--- config.mk ---
export PLATFORM = sky130hd
export DESIGN_NAME = pneumatic_sequencer
export DESIGN_NICKNAME = d
export VERILOG_FILES = /design/src/rtl/pneumatic_pkg.sv /design/src/rtl/pneumatic_sync.sv /design/src/rtl/pneumatic_sequencer.sv
export SDC_FILE = /design/constraint.sdc
export NUM_CORES = 1
export LEC_CHECK = 0
export CAP_MARGIN = 20
export CORE_ASPECT_RATIO = 1.25
export CORE_MARGIN = 5
export CORE_UTILIZATION = 55
export CTS_CLUSTER_SIZE = 14
export DETAILED_ROUTE_END_ITERATION = 12
export PLACE_DENSITY = 0.82
export SLEW_MARGIN = 20
export SYNTH_ARGS = -nofsm -noshare
export SYNTH_HDL_FRONTEND = slang
export SYNTH_SLANG_ARGS = --single-unit
--- constraint.sdc ---
create_clock -name clk -period 3.25 [get_ports clk]
set_input_delay 0.65 -clock clk [delete_from_list [all_inputs] [get_ports clk]]
set_output_delay 0.65 -clock clk [all_outputs]
set_load 0.02 [all_outputs]
--- src/rtl/pneumatic_pkg.sv ---
// pneumatic_pkg
// Shared definitions for the three-cylinder pneumatic sequencer:
//   - state_t         : 3-bit sequencer state encoding
//   - VALVES_*        : {signal1, signal2, signal3} drive pattern per state
//   - *_DEFAULT       : default timing / counter-width parameters
//   - valve_decode()  : state -> valve pattern
//   - normal_next()   : successor state on an uninterrupted sequence
package pneumatic_pkg;

    typedef enum logic [2:0] {
        ST_IDLE = 3'd0,
        ST_EXT1 = 3'd1,
        ST_EXT2 = 3'd2,
        ST_EXT3 = 3'd3,
        ST_HOLD = 3'd4,
        ST_RET3 = 3'd5,
        ST_RET2 = 3'd6,
        ST_RET1 = 3'd7
    } state_t;

    localparam logic [2:0] VALVES_IDLE = 3'b000;
    localparam logic [2:0] VALVES_EXT1 = 3'b100;
    localparam logic [2:0] VALVES_EXT2 = 3'b110;
    localparam logic [2:0] VALVES_EXT3 = 3'b111;
    localparam logic [2:0] VALVES_HOLD = 3'b111;
    localparam logic [2:0] VALVES_RET3 = 3'b110;
    localparam logic [2:0] VALVES_RET2 = 3'b100;
    localparam logic [2:0] VALVES_RET1 = 3'b000;

    localparam int STEP_CYCLES_DEFAULT = 50_000_000;
    localparam int HOLD_CYCLES_DEFAULT = 100_000_000;
    localparam int CNT_W_DEFAULT       = 27;

    function automatic logic [2:0] valve_decode(input state_t s);
        logic [2:0] v;
        case (s)
            ST_EXT1: v = VALVES_EXT1;
            ST_EXT2: v = VALVES_EXT2;
            ST_EXT3: v = VALVES_EXT3;
            ST_HOLD: v = VALVES_HOLD;
            ST_RET3: v = VALVES_RET3;
            ST_RET2: v = VALVES_RET2;
            ST_RET1: v = VALVES_RET1;
            default: v = VALVES_IDLE;
        endcase
        return v;
    endfunction

    function automatic state_t normal_next(input state_t s);
        state_t n;
        case (s)
            ST_EXT1: n = ST_EXT2;
            ST_EXT2: n = ST_EXT3;
            ST_EXT3: n = ST_HOLD;
            ST_HOLD: n = ST_RET3;
            ST_RET3: n = ST_RET2;
            ST_RET2: n = ST_RET1;
            default: n = ST_IDLE;
        endcase
        return n;
    endfunction

endpackage

--- src/rtl/pneumatic_sync.sv ---
// pneumatic_sync
// Request-path conditioning: optional 2-flop synchroniser followed by a
// one-flop edge detector.
// Configuration macro: PNEU_SYNC_EN (defined -> 2-flop synchroniser on
// signalrasp; undefined -> signalrasp used directly, must be synchronous).
// Ports:
//   clk        in   system clock
//   reset      in   asynchronous active-low reset
//   signalrasp in   request level from the Pi
//   rise       out  request rising edge (combinational, one cycle)
//   fall       out  request falling edge (combinational, one cycle)
module pneumatic_sync (
    input  logic clk,
    input  logic reset,
    input  logic signalrasp,
    output logic rise,
    output logic fall
);

    logic rasp_s;
    logic rasp_q_reg;

`ifdef PNEU_SYNC_EN
    logic [1:0] sync_reg;

    // Flops reset high so a request already asserted at reset release is
    // seen as a steady level, not as a rising edge.
    always_ff @(posedge clk or negedge reset) begin
        if (!reset) begin
            sync_reg <= 2'b11;
        end else begin
            sync_reg <= {sync_reg[0], signalrasp};
        end
    end

    assign rasp_s = sync_reg[1];
`else
    assign rasp_s = signalrasp;
`endif

    always_ff @(posedge clk or negedge reset) begin
        if (!reset) begin
            rasp_q_reg <= 1'b1;
        end else begin
            rasp_q_reg <= rasp_s;
        end
    end

    assign rise = rasp_s & ~rasp_q_reg;
    assign fall = ~rasp_s & rasp_q_reg;

endmodule

--- src/rtl/pneumatic_sequencer.sv ---
// pneumatic_sequencer
// Timed extend / hold / retract controller for three pneumatic valves.
// A request rising edge in IDLE runs EXT1..EXT3, HOLD, RET3..RET1; a request
// falling edge during extend/hold jumps to the matching retract step.
// Configuration macro: PNEU_SYNC_EN (see pneumatic_sync).
// Ports:
//   clk        in   system clock
//   reset      in   asynchronous active-low reset
//   signalrasp in   request level from the Pi
//   signal1..3 out  valve drives, 1 = open
//   signal4    out  {signal1, signal2, signal3}
//   busy       out  high in every state except IDLE
//   done       out  one-cycle pulse on normal completion
//   aborted    out  one-cycle pulse on completion after an abort
module pneumatic_sequencer
    import pneumatic_pkg::*;
#(
    parameter int STEP_CYCLES = STEP_CYCLES_DEFAULT,
    parameter int HOLD_CYCLES = HOLD_CYCLES_DEFAULT,
    parameter int CNT_W       = CNT_W_DEFAULT
) (
    input  logic       clk,
    input  logic       reset,
    input  logic       signalrasp,
    output logic       signal1,
    output logic       signal2,
    output logic       signal3,
    output logic [2:0] signal4,
    output logic       busy,
    output logic       done,
    output logic       aborted
);

    localparam logic [CNT_W-1:0] STEP_LOAD = CNT_W'(STEP_CYCLES - 1);
    localparam logic [CNT_W-1:0] HOLD_LOAD = CNT_W'(HOLD_CYCLES - 1);

    logic rise;
    logic fall;

    state_t           state_reg,   state_next;
    logic [CNT_W-1:0] cnt_reg,     cnt_next;
    logic             abort_reg,   abort_next;
    logic             done_reg,    done_next;
    logic             aborted_reg, aborted_next;

    logic   can_abort;
    state_t abort_target;
    state_t succ;

    pneumatic_sync u_sync (
        .clk        (clk),
        .reset      (reset),
        .signalrasp (signalrasp),
        .rise       (rise),
        .fall       (fall)
    );

    always_ff @(posedge clk or negedge reset) begin
        if (!reset) begin
            state_reg   <= ST_IDLE;
            cnt_reg     <= '0;
            abort_reg   <= 1'b0;
            done_reg    <= 1'b0;
            aborted_reg <= 1'b0;
        end else begin
            state_reg   <= state_next;
            cnt_reg     <= cnt_next;
            abort_reg   <= abort_next;
            done_reg    <= done_next;
            aborted_reg <= aborted_next;
        end
    end

    // Abort retracts only the cylinders that have been extended so far.
    always_comb begin
        can_abort    = 1'b1;
        abort_target = ST_RET3;
        case (state_reg)
            ST_EXT1: abort_target = ST_RET1;
            ST_EXT2: abort_target = ST_RET2;
            ST_EXT3,
            ST_HOLD: abort_target = ST_RET3;
            default: can_abort    = 1'b0;
        endcase
    end

    assign succ = normal_next(state_reg);

    always_comb begin
        state_next   = state_reg;
        cnt_next     = cnt_reg;
        abort_next   = abort_reg;
        done_next    = 1'b0;
        aborted_next = 1'b0;

        if (state_reg == ST_IDLE) begin
            if (rise) begin
                state_next = ST_EXT1;
                cnt_next   = STEP_LOAD;
            end
        end else if (fall && can_abort) begin
            // Checked before the dwell expiry so an abort always wins.
            state_next = abort_target;
            cnt_next   = STEP_LOAD;
            abort_next = 1'b1;
        end else if (cnt_reg == '0) begin
            state_next = succ;
            if (succ == ST_HOLD) begin
                cnt_next = HOLD_LOAD;
            end else if (succ == ST_IDLE) begin
                cnt_next = '0;
            end else begin
                cnt_next = STEP_LOAD;
            end
            if (state_reg == ST_RET1) begin
                done_next    = ~abort_reg;
                aborted_next = abort_reg;
                abort_next   = 1'b0;
            end
        end else begin
            cnt_next = cnt_reg - CNT_W'(1);
        end
    end

    assign {signal1, signal2, signal3} = valve_decode(state_reg);
    assign signal4 = valve_decode(state_reg);
    assign busy    = (state_reg != ST_IDLE);
    assign done    = done_reg;
    assign aborted = aborted_reg;

endmodule

==> run summary, run 1 <==
status -> complete, no violations
total grt overflow -> 0
hold path endpoint -> done
full die area -> 5560 um2
most common cell after layout, fill and taps aside -> nor2_1
Iter 0 DRT Violations -> 107
worst endpoint data arrival time -> 3.08 ns
gr usage total -> 21.9%
drt drc -> 0
CP Capture Type -> register
critical path's slowest cell -> or4b_2
n_diodes -> 0
Max-slew headroom -> 44.8%
hold path cells -> 1
largest net degree at the start of global routing -> 35
hold buffers post-CTS -> 0
CP peak stage delay -> 0.59 ns
initial antenna violation count -> 0
Mapped Area -> 2290 um2
Final ANT Viol Nets -> 0
fraction of layout cells with a size suffix above 1 -> 13.8%
commonest cells after routing, fill and taps aside -> nor2_1 (41), dfrtp_1 (33), a21oi_1 (14)
CP Launch Point -> cnt_reg[0]
Power Density -> 421 nW/um2
Yosys reg bits -> 34
Cell variety after synth -> 55
routability cong. -> 0.842
share of power burned in registers -> 50.9%
Ys Warns -> 0
io pins -> 12
Worst R2R End -> cnt_reg[20]
Inst Count DP -> 323
clock sink total -> 34
Seq/Total Area, Yosys -> 37.3%
critical path startpoint category -> register
vias -> 2131
Sw Pwr -> 0.329 mW
worst reg2reg startpoint -> cnt_reg[0]
Skew-Pair Late Insertion Delay -> 0.29 ns
num rows -> 26
Nets -> 279
Worst Path Max Fanout -> 16
final max-slew violation count -> 0
Crit Path Category -> register to register
Final min period -> 2.91 ns
Syn Nets -> 267
HPWL Detailed -> 3850 um
actual slew at the worst max-slew pin -> 0.816 ns
max reg flops -> 27
Die Ht -> 82.1 um
fraction of registers with async set/reset -> 100%
chip width -> 67.7 um
Post-synth EDFFs -> 0
starting density of the core -> 56.2%
Clk pwr share -> 31.1%
period utilization -> 89.6%
vias in the first global route -> 1980
CTS H-tree depth -> 2
Finished Layout Cells -> 331
total core area -> 4070 um2
Crit path max-delay family -> simple AND/OR/NAND/NOR gates
first-pass GRT wire length -> 9220 um
number of buffer and inverter stages on the critical path -> 1
WL per Instance -> 16.4 um
Setup TNS -> 0 ns
clock tree buffer depth -> 2
fill count -> 353
drt pass-1 iters -> 4
worst r2r path cells -> 7
CTS tree -> built
cts repair resizes -> 0
Avg Cell Area, Syn -> 8.73 um2
hold path startpoint -> abort_reg
Fin. Hold Viols -> 0
flop2flop setup slack -> 0.34 ns
clk root buf -> clkbuf_8
vias per cell -> 6.44
worst-case vdd ir drop -> 0.412 mV
leak pwr -> 0.955 nW
RSZ-0062 raised after global routing -> no
Final Skew -> 0.00402 ns
fmax -> 0.344 GHz
maxcap violations -> 0
P_int -> 0.740 mW
Port Buf Inserts -> 11
P&R area growth vs syn -> 10.9%
CP Data Required Time -> 3.42 ns
Setup violations, final -> 0
Sw Share -> 30.7%
post-CTS setup buffers -> 0
routed wire length -> 5410 um
clock-pin slew on the worst setup and hold paths -> 0.07 ns
HP Class -> register to register
Most used DFF post-synth -> dfrtp_1
TritonCTS Buffers -> 5
Mapped Cells -> 262
Comb pwr share -> 18.0%
worst path cell trace -> inv_1, ha_1, or4b_2, or4_4, or2_1, o32a_1, nor3b_2
[cell type report]
type,instances,area (um2),area share (%)
Clock buffer,6,82.6,3.25
Clock inverter,2,12.5,0.493
Inverter,7,26.3,1.04
Multi-Input combinational cell,203,1290,51.0
Sequential cell,34,852,33.6
Tap cell,56,70.1,2.76
Timing Repair Buffer,23,200,7.89
[worst max path at each step]
stage	end	slack [ns]	depth (start not counted)
detailed placement	cnt_reg[20]	0.36	7
floorplan	cnt_reg[20]	0.68	8
global placement	cnt_reg[20]	0.40	7
finish	cnt_reg[20]	0.34	7
CTS	cnt_reg[20]	0.34	7
global route	cnt_reg[22]	0.20	8
[Yosys cell counts, drive strengths merged, types with 5 or more instances]
library cell	n	area (um2)
o31a	5	43.8
a2bb2oi	5	43.8
nor4	9	62.6
nand4	10	62.6
or4	8	67.6
o21ai	5	25.0
inv	7	26.3
buf	10	85.1
xor2	5	43.8
a211oi	12	105
nand2	11	41.3
a21oi	14	70.1
dfrtp	33	826
nor2	42	160
nand3	10	50.1
nor3	15	91.3
clkbuf	8	30.0
[layer usage]
metal	vias up	share of wire [%]	global-route usage [%]
li1	1020	-	-
met1	1038	43	26.5
met2	64	50	37.4
met3	9	4.5	2.98
met4	0	2.1	11.2
met5	-	0	0
[per-stage QoR]
stage	hold slack, ns	worst slack (ns)	instance area (um2)	util, %	power, mW
2_1_floorplan	0.354	0.684	2290	-	0.693
5_1_grt	0.516	0.198	2540	62.4	1.13
4_1_cts	0.493	0.341	2540	62.4	1.07
3_3_place_gp	0.485	0.404	2440	60.1	0.737
3_5_place_dp	0.482	0.358	2440	60.1	0.744
6_report	0.497	0.339	2540	62.4	1.07
[power by group through the flow]
stage | Combinational (mW) | Sequential (mW) | Clock (mW)
detailed placement | 0.194 | 0.550 | 0
floorplan | 0.178 | 0.515 | 0
global placement | 0.189 | 0.549 | 0
CTS | 0.194 | 0.542 | 0.337
finish | 0.192 | 0.543 | 0.333
global route | 0.220 | 0.557 | 0.353
[cell families after synthesis]
group                    share of synthesized area [%]
XOR/XNOR                                          2.30
AO/OA/AOI/OAI                                     21.7
adder cells (fa/ha/maj)                           1.09
buffers and inverters                             6.18
flip-flops                                        37.3
AND/OR/NAND/NOR                                   31.5
Power figures use the tool's default switching activity.
==> run 2, diff against run 1 <==
--- a/config.mk
+++ b/config.mk
@@ -16,3 +16,4 @@
 export SYNTH_ARGS = -nofsm -noshare
 export SYNTH_HDL_FRONTEND = slang
 export SYNTH_SLANG_ARGS = --single-unit
+export TNS_END_PERCENT = 100
==> results of run 2 <==
No change in the layout: final DEF, timing and power equal those of run 1.
